[src/rtl/prog3_pkg.sv]
// Shared types and constants for the program-3 match engine.
package prog3_pkg;

  typedef enum logic [2:0] {
    IDLE = 3'd0,
    LOAD = 3'd1,
    SCAN = 3'd2,
    WR0  = 3'd3,
    WR1  = 3'd4,
    WR2  = 3'd5,
    DONE = 3'd6
  } state_e;

  localparam int unsigned DEF_ADDR_W   = 8;
  localparam int unsigned DEF_MSG_BASE = 0;
  localparam int unsigned DEF_MSG_LEN  = 32;
  localparam int unsigned DEF_PAT_ADDR = 32;
  localparam int unsigned DEF_RES_ADDR = 33;

  localparam int unsigned PAT_W     = 5;
  localparam int unsigned IN_WIN    = 4;
  localparam int unsigned CROSS_WIN = 8;

endpackage

[src/rtl/prog3_match_engine_if.sv]
// Request/done handshake plus data-memory mailbox bus for the match engine.
interface prog3_match_engine_if #(
  parameter int unsigned ADDR_W = 8
) ();
  logic              req;
  logic              done;
  logic              busy;
  logic [ADDR_W-1:0] mem_addr;
  logic [7:0]        mem_rd_data;
  logic              mem_wr_en;
  logic [7:0]        mem_wr_data;

  modport master (
    output req, mem_rd_data,
    input  done, busy, mem_addr, mem_wr_en, mem_wr_data
  );

  modport slave (
    input  req, mem_rd_data,
    output done, busy, mem_addr, mem_wr_en, mem_wr_data
  );
endinterface

[src/rtl/pat_window_match.sv]
// Counts 5-bit pattern hits in the in-byte windows and the byte-crossing
// windows of {prev4, cur}; on the first byte only in-byte windows exist.
module pat_window_match
  import prog3_pkg::*;
(
  input  logic [11:0]      win,
  input  logic [PAT_W-1:0] pat,
  input  logic             first,
  output logic [2:0]       in_hits,
  output logic             any_hit,
  output logic [3:0]       cross_hits
);

  logic [3:0] all_hits;

  // Windows k=0..3 sit entirely in cur; k=4..7 reach into prev4.
  always_comb begin
    in_hits  = '0;
    all_hits = '0;
    for (int unsigned k = 0; k < CROSS_WIN; k++) begin
      if (win[k +: PAT_W] == pat) begin
        all_hits = all_hits + 4'd1;
        if (k < IN_WIN) in_hits = in_hits + 3'd1;
      end
    end
    any_hit    = (in_hits != '0);
    cross_hits = first ? {1'b0, in_hits} : all_hits;
  end

endmodule

[src/rtl/prog3_match_engine.sv]
// Golden accelerator for program 3: reads message and pattern from data
// memory, computes ctb/cto/cts and writes them to the result mailbox.
module prog3_match_engine
  import prog3_pkg::*;
#(
  parameter int unsigned ADDR_W   = DEF_ADDR_W,
  parameter int unsigned MSG_BASE = DEF_MSG_BASE,
  parameter int unsigned MSG_LEN  = DEF_MSG_LEN,
  parameter int unsigned PAT_ADDR = DEF_PAT_ADDR,
  parameter int unsigned RES_ADDR = DEF_RES_ADDR
) (
  input logic                 clk,
  input logic                 rst_n,
  prog3_match_engine_if.slave bus
);

  state_e            state_q, state_d;
  logic [PAT_W-1:0]  pat_q, pat_d;
  logic [ADDR_W-1:0] idx_q, idx_d;
  logic [3:0]        prev4_q, prev4_d;
  logic [7:0]        ctb_q, ctb_d, cto_q, cto_d, cts_q, cts_d;
  logic              done_q, done_d;

  logic [2:0] in_hits;
  logic       any_hit;
  logic [3:0] cross_hits;

  pat_window_match u_match (
    .win        ({prev4_q, bus.mem_rd_data}),
    .pat        (pat_q),
    .first      (idx_q == '0),
    .in_hits    (in_hits),
    .any_hit    (any_hit),
    .cross_hits (cross_hits)
  );

  always_comb begin
    state_d = state_q;
    pat_d   = pat_q;
    idx_d   = idx_q;
    prev4_d = prev4_q;
    ctb_d   = ctb_q;
    cto_d   = cto_q;
    cts_d   = cts_q;
    case (state_q)
      IDLE: if (bus.req) state_d = LOAD;
      LOAD: begin
        pat_d   = bus.mem_rd_data[PAT_W-1:0];
        idx_d   = '0;
        prev4_d = '0;
        ctb_d   = '0;
        cto_d   = '0;
        cts_d   = '0;
        state_d = SCAN;
      end
      SCAN: begin
        ctb_d   = ctb_q + 8'(in_hits);
        cto_d   = cto_q + 8'(any_hit);
        cts_d   = cts_q + 8'(cross_hits);
        prev4_d = bus.mem_rd_data[3:0];
        idx_d   = idx_q + ADDR_W'(1);
        if (idx_q == ADDR_W'(MSG_LEN - 1)) state_d = WR0;
      end
      WR0:  state_d = WR1;
      WR1:  state_d = WR2;
      WR2:  state_d = DONE;
      DONE: if (bus.req) state_d = LOAD;
      default: state_d = IDLE;
    endcase
    done_d = (state_d == DONE);
  end

  always_ff @(posedge clk or negedge rst_n) begin
    if (!rst_n) begin
      state_q <= IDLE;
      pat_q   <= '0;
      idx_q   <= '0;
      prev4_q <= '0;
      ctb_q   <= '0;
      cto_q   <= '0;
      cts_q   <= '0;
      done_q  <= 1'b0;
    end else begin
      state_q <= state_d;
      pat_q   <= pat_d;
      idx_q   <= idx_d;
      prev4_q <= prev4_d;
      ctb_q   <= ctb_d;
      cto_q   <= cto_d;
      cts_q   <= cts_d;
      done_q  <= done_d;
    end
  end

  // Memory strobes decode straight from the state register so reset kills them at once.
  always_comb begin
    bus.mem_addr    = '0;
    bus.mem_wr_en   = 1'b0;
    bus.mem_wr_data = '0;
    case (state_q)
      LOAD: bus.mem_addr = ADDR_W'(PAT_ADDR);
      SCAN: bus.mem_addr = ADDR_W'(MSG_BASE) + idx_q;
      WR0: begin
        bus.mem_addr    = ADDR_W'(RES_ADDR);
        bus.mem_wr_en   = 1'b1;
        bus.mem_wr_data = ctb_q;
      end
      WR1: begin
        bus.mem_addr    = ADDR_W'(RES_ADDR + 1);
        bus.mem_wr_en   = 1'b1;
        bus.mem_wr_data = cto_q;
      end
      WR2: begin
        bus.mem_addr    = ADDR_W'(RES_ADDR + 2);
        bus.mem_wr_en   = 1'b1;
        bus.mem_wr_data = cts_q;
      end
      default: ;
    endcase
  end

  assign bus.done = done_q;
  assign bus.busy = (state_q != IDLE) && (state_q != DONE);

endmodule

[src/flat_wrapper.sv]
// flat-port wrapper written by rule: the top's interface ports become plain ports
module prog3_match_engine_flat import prog3_pkg::*;
#(
  parameter int unsigned ADDR_W   = DEF_ADDR_W,
  parameter int unsigned MSG_BASE = DEF_MSG_BASE,
  parameter int unsigned MSG_LEN  = DEF_MSG_LEN,
  parameter int unsigned PAT_ADDR = DEF_PAT_ADDR,
  parameter int unsigned RES_ADDR = DEF_RES_ADDR
)
  (clk, rst_n, bus_req, bus_mem_rd_data, bus_done, bus_busy, bus_mem_addr, bus_mem_wr_en, bus_mem_wr_data);
  prog3_match_engine_if #(.ADDR_W(ADDR_W)) bus_i ();
  input logic clk;
  input logic rst_n;
  input wire logic [$bits(bus_i.req)-1:0] bus_req;
  input wire logic [$bits(bus_i.mem_rd_data)-1:0] bus_mem_rd_data;
  output wire logic [$bits(bus_i.done)-1:0] bus_done;
  output wire logic [$bits(bus_i.busy)-1:0] bus_busy;
  output wire logic [$bits(bus_i.mem_addr)-1:0] bus_mem_addr;
  output wire logic [$bits(bus_i.mem_wr_en)-1:0] bus_mem_wr_en;
  output wire logic [$bits(bus_i.mem_wr_data)-1:0] bus_mem_wr_data;
  assign bus_i.req = bus_req;
  assign bus_i.mem_rd_data = bus_mem_rd_data;
  assign bus_done = bus_i.done;
  assign bus_busy = bus_i.busy;
  assign bus_mem_addr = bus_i.mem_addr;
  assign bus_mem_wr_en = bus_i.mem_wr_en;
  assign bus_mem_wr_data = bus_i.mem_wr_data;
  prog3_match_engine #(.ADDR_W(ADDR_W), .MSG_BASE(MSG_BASE), .MSG_LEN(MSG_LEN), .PAT_ADDR(PAT_ADDR), .RES_ADDR(RES_ADDR)) u_core (.clk(clk), .rst_n(rst_n), .bus(bus_i));
endmodule
[config.mk]
export PLATFORM = sky130hd
export DESIGN_NAME = prog3_match_engine_flat
export DESIGN_NICKNAME = d
export VERILOG_FILES = /design/src/rtl/prog3_pkg.sv /design/src/rtl/prog3_match_engine_if.sv /design/src/rtl/pat_window_match.sv /design/src/rtl/prog3_match_engine.sv /design/src/flat_wrapper.sv
export SDC_FILE = /design/constraint.sdc
export NUM_CORES = 1
export LEC_CHECK = 0
export BUFFER_PORTS_ARGS = -buffer_cell sky130_fd_sc_hd__buf_2
export CELL_PAD_IN_SITES_DETAIL_PLACEMENT = 0
export CELL_PAD_IN_SITES_GLOBAL_PLACEMENT = 1
export CORE_MARGIN = 1.5
export CORE_UTILIZATION = 47
export CTS_CLUSTER_DIAMETER = 30
export DETAILED_ROUTE_END_ITERATION = 7
export PLACE_DENSITY = 0.82
export RECOVER_POWER = 100
export SETUP_SLACK_MARGIN = 0.05
export SLEW_MARGIN = 10
export SYNTH_ARGS = -nofsm -noshare
export SYNTH_HDL_FRONTEND = slang
export SYNTH_SLANG_ARGS = --single-unit
[constraint.sdc]
create_clock -name clk -period 7.6 [get_ports clk]
set_input_delay 1.52 -clock clk [delete_from_list [all_inputs] [get_ports clk]]
set_output_delay 1.52 -clock clk [all_outputs]
set_load 0.03 [all_outputs]
**After elaboration in Yosys (flattened, before gate mapping)**

Index checks and enable logic that the tools add are counted.

- Eq/ne operators: 17
- Mux-type cells: 24
- Reductions and logical operators: 8
- Add/sub/neg operators: 14

Operators by type and width:

| operator | number |
|---|---|
| $pmux W8 S2 | 4 |
| $eq A5 B5 Y1 | 8 |
| $pmux W8 S5 | 1 |
| $mux W4 | 8 |
| $add A4 B1 Y4 const B | 7 |
| $pmux W8 S3 | 1 |
| $pmux W3 S6 | 1 |
| $mux W3 | 5 |
| $eq A3 B3 Y1 const B | 4 |
| $add A3 B1 Y3 const B | 3 |
| $add A8 B1 Y8 | 1 |
| $add A8 B1 Y8 const B | 1 |
| $add A8 B3 Y8 | 1 |
| $add A8 B4 Y8 | 1 |
| $eq A8 B5 Y1 const B | 1 |
| $logic_not A8 Y1 | 1 |
| $pmux W4 S2 | 1 |
| $eq A3 B2 Y1 const B | 2 |
| $reduce_bool A3 Y1 | 2 |
| $eq A3 B1 Y1 const B | 1 |
| $logic_not A3 Y1 | 1 |
| $mux W1 | 3 |
| $ne A3 B3 Y1 const B | 1 |
| $reduce_or A3 Y1 | 1 |
| other kinds (3) | 3 |

- Word-level logic and storage cells: 71
- Output and inout bits: 19
- Register bits: 45

**Depth between registers and ports, before layout**

- Depth after elaboration: 19
- Gate-level depth with buffers: 31
- Gate-level depth less buffers: 30

**By module**

A second synthesis with hierarchy kept.

- Cell total of the unflattened synthesis: 382
- Area, all modules: 3,593.4 um2

By module, submodules not included:

| module | times used | cells an instance | area each (um2) |
|---|---|---|---|
| prog3_match_engine | 1 | 247 | 2,458.6 |
| pat_window_match | 1 | 135 | 1,134.8 |

**Least setup slack after synthesis**

Ideal clock, no wire load.

- Kind: input-to-reg
- Start point: input port bus_mem_rd_data[3]
- End point: register u_core.cts_q[7]
- Stages on the path: 29
- Path buffers: 1
- Library setup time: 127 ps
- Arrival time: 6,280 ps
- Data required time: 7,473 ps
- Slack: 1,193 ps
- Cells stage by stage: buf_4 xor2_1 nor3_1 nand3_1 inv_1 ha_1 xnor2_2 xor2_1 inv_1 ha_1 xnor2_1 o22a_1 o21ai_0 ha_1 nand3_1 nor2_1 xor2_1 xnor2_1 xnor2_1 nand4_2 xor3_1 nor2_1 ha_1 inv_1 o21ai_0 and3_1 nand3_1 nand3_1 o21ai_0

- Cells in the longest elaborated chain, start to end: 19
- Elaborated cells between the ends (all ways): 29

Ends and longest elaborated chain:

| what | RTL line | source |
|---|---|---|
| start, declared | flat_wrapper.sv:15 | `input wire logic [$bits(bus_i.mem_rd_data)-1:0] bus_mem_rd_data;` |
| $eq A5 B5 Y1 | pat_window_match.sv:21 | `if (win[k +: PAT_W] == pat) begin` |
| $mux W1 | pat_window_match.sv:21 |  |
| $add A4 B1 Y4 | pat_window_match.sv:22 | `all_hits = all_hits + 4'd1;` |
| $mux W4 | pat_window_match.sv:21 |  |
| $add A4 B1 Y4 | pat_window_match.sv:22 |  |
| $mux W4 | pat_window_match.sv:21 |  |
| $add A4 B1 Y4 | pat_window_match.sv:22 |  |
| $mux W4 | pat_window_match.sv:21 |  |
| (+3 left out) | n/a |  |
| $mux W4 | pat_window_match.sv:21 |  |
| $add A4 B1 Y4 | pat_window_match.sv:22 |  |
| $mux W4 | pat_window_match.sv:21 |  |
| $add A4 B1 Y4 | pat_window_match.sv:22 |  |
| $mux W4 | pat_window_match.sv:21 |  |
| $mux W4 * | pat_window_match.sv:27 | `cross_hits = first ? {1'b0, in_hits} : all_hits;` |
| $add A8 B4 Y8 * | prog3_match_engine.sv:59 | `cts_d = cts_q + 8'(cross_hits);` |
| $pmux W8 S2 * | prog3_match_engine.sv:45 | `case (state_q)` |
| end signal, assigned | prog3_match_engine.sv:90 | `cts_q <= cts_d;` |
| end, declared | prog3_match_engine.sv:21 | `logic [7:0] ctb_q, ctb_d, cto_q, cto_d, cts_q, cts_d;` |

Every way passes the cells marked *; elsewhere a longest branch is shown, timed or not.
A chain may end at the register's enable or synchronous reset.

**Worst setup path in the final report**

- Start point: input port bus_mem_rd_data[2]
- End point: register u_core.cts_q[7]

Same word-level chain as after synthesis.

==> run_summary.xml <==
<?xml version="1.0" encoding="UTF-8"?>
<metrics>
  <group name="power_and_ir_drop">
    <metric name="peakVddDrop" unit="uV">285</metric>
    <metric name="static-leakage-power" unit="uW">0.00171</metric>
    <metric name="power.share.sequential" unit="%">31.8</metric>
    <metric name="p_per_area" unit="mW/mm^2">341</metric>
    <metric name="p_int" unit="uW">711</metric>
    <metric name="clock_group_share_of_total_power" unit="%">14.2</metric>
    <metric name="switching_part_of_the_total_power" unit="%">46.2</metric>
    <metric name="switching_power" unit="uW">610</metric>
    <metric name="power.share.combinational" unit="%">54.1</metric>
  </group>
  <group name="yosys">
    <metric name="yosysWarnings" unit="">0</metric>
    <metric name="synth-seq-cells" unit="">45</metric>
    <metric name="synthTopCellsByArea" unit="">sky130_fd_sc_hd__dfrtp_1 (31%), sky130_fd_sc_hd__xnor2_1 (8.9%), sky130_fd_sc_hd__ha_1 (6.9%)</metric>
    <metric name="synth_adder_area_share" unit="%">7.99</metric>
    <metric name="synthesis.instances" unit="">410</metric>
    <metric name="synthesis.area_per_instance" unit="sq um">8.86</metric>
    <metric name="net_count_synth" unit="">443</metric>
    <metric name="synth_top_family_by_area" unit="">simple AND/OR/NAND/NOR gates</metric>
    <metric name="synth_compound_gate_area_share" unit="%">14.8</metric>
    <metric name="synthArstFlopShare" unit="%">100</metric>
    <metric name="synth_seq_area_share" unit="%">31.0</metric>
    <metric name="ys.flop_type" unit="">sky130_fd_sc_hd__dfrtp_1</metric>
    <metric name="synth_cell_types" unit="">55</metric>
    <metric name="synth_most_common_cell" unit="">sky130_fd_sc_hd__dfrtp_1</metric>
    <metric name="post_synth_xor_area_fraction" unit="%">15.0</metric>
    <metric name="synth.area.mux_share" unit="%">5.96</metric>
    <metric name="synth_simple_gate_area_share" unit="%">19.6</metric>
    <metric name="synth_largest_type_area_fraction" unit="%">31.0</metric>
    <metric name="synth_top_cell_by_area" unit="">sky130_fd_sc_hd__dfrtp_1</metric>
    <metric name="synth_enable_flop_cells" unit="">0</metric>
    <metric name="syn_area" unit="sq mm">0.00363</metric>
    <metric name="netlist_top_cells_count" unit="">sky130_fd_sc_hd__dfrtp_1 (45), sky130_fd_sc_hd__nand2_1 (42), sky130_fd_sc_hd__o21ai_0 (40)</metric>
  </group>
  <group name="grt">
    <metric name="largest_net_degree_at_the_start_of_global_routing" unit="">46</metric>
    <metric name="wire_length_of_the_first_global_routing_pass" unit="um">13300</metric>
    <metric name="antenna_found_initial" unit="">0</metric>
    <metric name="globalRoute.totalOverflow" unit="">0</metric>
    <metric name="groute.usage.overall" unit="%">19.5</metric>
    <metric name="first_global_vias" unit="">2757</metric>
  </group>
  <group name="sta">
    <metric name="setup_viol_count_final" unit="">0</metric>
    <metric name="fin_skew" unit="ps">7.83</metric>
    <metric name="final_period_util" unit="%">88.8</metric>
    <metric name="final_hold_viol_count" unit="">0</metric>
    <metric name="max_slew.worst_pin.slew" unit="ps">2420</metric>
    <metric name="timing_max_transition_violations_final" unit="">72</metric>
    <metric name="rsz0062_at_grt" unit="">false</metric>
    <metric name="fin_tns_setup" unit="ps">0</metric>
    <metric name="layout_min_cycle_time" unit="ps">6750</metric>
    <metric name="finalWorstSetupSlack" unit="ps">850</metric>
    <metric name="fmax" unit="GHz">0.148</metric>
    <metric name="relSlewSlack" unit="%">-61.1</metric>
  </group>
  <group name="route">
    <metric name="post_drt_wl_per_cell" unit="um">14.4</metric>
    <metric name="drcViolationCount" unit="">0</metric>
    <metric name="drt_first_pass_iters" unit="">4</metric>
    <metric name="antenna_violating_nets_post_route" unit="">0</metric>
    <metric name="viasPerCell" unit="">5.40</metric>
    <metric name="num_vias" unit="">2840</metric>
    <metric name="postRouteWirelength" unit="um">7550</metric>
    <metric name="dr.first_iter.drc_count" unit="">101</metric>
  </group>
  <group name="setup_path">
    <metric name="worst_path_maximum_fanout" unit="">6</metric>
    <metric name="crit_path_start_kind" unit="">primary input</metric>
    <metric name="critical_path_buf_inv_count" unit="">3</metric>
    <metric name="worst-setup-path-type" unit="">in2reg</metric>
    <metric name="critPathTopFamily" unit="">adder cells</metric>
    <metric name="crit_arrival" unit="ps">6970</metric>
    <metric name="worstSetupEndpointType" unit="">flip-flop</metric>
    <metric name="crit_path_top_delay_cell" unit="">sky130_fd_sc_hd__xnor2_1</metric>
    <metric name="max_stage_delay" unit="ps">370</metric>
    <metric name="crit_path_frequent_cell" unit="">sky130_fd_sc_hd__ha_1</metric>
    <metric name="worst_endpoint_required_time" unit="ps">7820</metric>
  </group>
  <group name="die">
    <metric name="coreArea" unit="sq mm">0.00737</metric>
    <metric name="start_util" unit="%">49.3</metric>
    <metric name="floorplan.die.height" unit="um">90.9</metric>
    <metric name="io_pins" unit="">30</metric>
    <metric name="rows" unit="">31</metric>
    <metric name="design.die.area" unit="sq mm">0.00827</metric>
    <metric name="die-width" unit="um">90.9</metric>
  </group>
  <group name="cts">
    <metric name="ctsResizeCount" unit="">0</metric>
    <metric name="clock_latency" unit="ps">290</metric>
    <metric name="maximum_root_to_sink_buffer_count" unit="">2</metric>
    <metric name="tritoncts" unit="">built</metric>
    <metric name="cts_hold_repair.buffers" unit="">0</metric>
    <metric name="sink_count_of_the_clock_tree" unit="">45</metric>
    <metric name="root_buffer" unit="">sky130_fd_sc_hd__clkbuf_8</metric>
    <metric name="numCtsBuffers" unit="">5</metric>
    <metric name="cts-htree-levels" unit="">2</metric>
    <metric name="worst_setup_hold_path_clk_slew" unit="ps">90</metric>
    <metric name="post-cts-setup-buffers" unit="">0</metric>
  </group>
  <group name="flow_run">
    <metric name="cap_viol_max_count" unit="">2</metric>
  </group>
  <group name="placement">
    <metric name="buffer_ports.inserted" unit="">29</metric>
    <metric name="dp.final_hpwl" unit="um">5550</metric>
    <metric name="finalWeightedCongestion" unit="">0.804</metric>
    <metric name="place_ws" unit="ps">618</metric>
  </group>
  <group name="outcome">
    <metric name="failed_checks" unit="">max-capacitance violations, max-slew violations</metric>
    <metric name="run_status" unit="">complete, but fails checks</metric>
  </group>
  <group name="final_layout">
    <metric name="antenna_cells_inserted" unit="">0</metric>
    <metric name="layout-drive-gt1-share" unit="%">8.90</metric>
    <metric name="syn_to_final_growth" unit="%">6.71</metric>
    <metric name="final_nets" unit="">459</metric>
  </group>
  <group name="hold_path">
    <metric name="hold_class" unit="">reg2reg</metric>
  </group>
</metrics>
## worst paths after layout
check	startpoint	endpoint	slack, ps	cells past startpoint
min in group asynchronous	rst_n	u_core.idx_q[6]	1960	1
min	u_core.cto_q[7]	u_core.cto_q[7]	500	1
min reg2reg	u_core.cto_q[7]	u_core.cto_q[7]	500	1
max in group asynchronous	rst_n	u_core.cts_q[6]	4280	1
max	bus_mem_rd_data[2]	u_core.cts_q[7]	850	30
max reg2reg	u_core.pat_q[2]	u_core.cts_q[7]	1610	29
## stage by stage
stage / instance area (sq um) / hold slack, ps / total power, uW / util [%] / instances
6_report: 3880 / 496 / 1320 / 52.6 / 526
3_5_place_dp: 3790 / 478 / 1150 / 51.4 / 518
2_1_floorplan: 3630 / 456 / 1010 / - / 410
3_3_place_gp: 3790 / 477 / 1140 / 51.4 / 518
4_1_cts: 3910 / 494 / 1340 / 53.0 / 526
5_1_grt: 3880 / 528 / 1440 / 52.6 / 526
## final cells by class
| type | count | area (sq um) |
|---|---|---|
| clock buffer | 7 | 86.3 |
| sequential | 45 | 1130 |
| tap | 99 | 124 |
| clock inverter | 1 | 30.0 |
| inverter | 20 | 75.1 |
| multi-input combinational | 323 | 2300 |
| fill | 715 | 3490 |
| timing repair buffer | 31 | 139 |
## registers in the layout, summed over array words and instances, names as in the netlist
register         count
u_core.cts_q         8
u_core.cto_q         8
u_core.idx_q         8
u_core.state_q       3
u_core.bus.done      1
u_core.prev4_q       4
u_core.pat_q         5
u_core.ctb_q         8
## placed cells by master, fill, tap and decap left out, drive strengths merged, types with 2 or more instances in the layout
cell     Yosys  routed
fa           2       2
ha          20      20
nor3        12      12
xor2        17      17
a21o         4       4
nor2        18      18
xor3         2       2
nor2b        5       5
nor4b        2       2
clkbuf      11      24
buf         11      14
a311oi       2       2
dfrtp       45      45
a21oi       14      14
or2          5       5
o211ai       3       3
and2         9       9
inv         20      20
a22o         9       9
and3         3       3
mux2         5       5
or3          3       3
o21ai       40      40
nand3       25      25
mux2i       16      16
nand2       42      42
o2111ai      2       2
o31ai        2       2
xnor2       38      38
nand4        6       6
or2b         2       2
## power by group through the flow
stage,Combinational (uW),Sequential [uW],Clock [uW]
finish,714,419,187
global route,803,435,202
CTS,732,420,192
detailed placement,727,424,0
global placement,718,424,0
floorplan,666,340,0
## cells by family after synthesis
kind of cell | Yosys count
flops | 45
compound gates | 85
mux | 21
xor+xnor | 57
fa+ha+maj | 22
buf+inv | 42
simple gates | 138
## routing by layer
| metal | GRT usage, % | wire length (um) | vias up |
|---|---|---|---|
| li1 | - | - | 1456 |
| met1 | 28.1 | 3830 | 1344 |
| met2 | 30.8 | 3470 | 32 |
| met3 | 2.27 | 166 | 8 |
| met4 | 4.95 | 83 | 0 |
| met5 | 0 | 0 | - |
(Power assumes the default switching activity.)
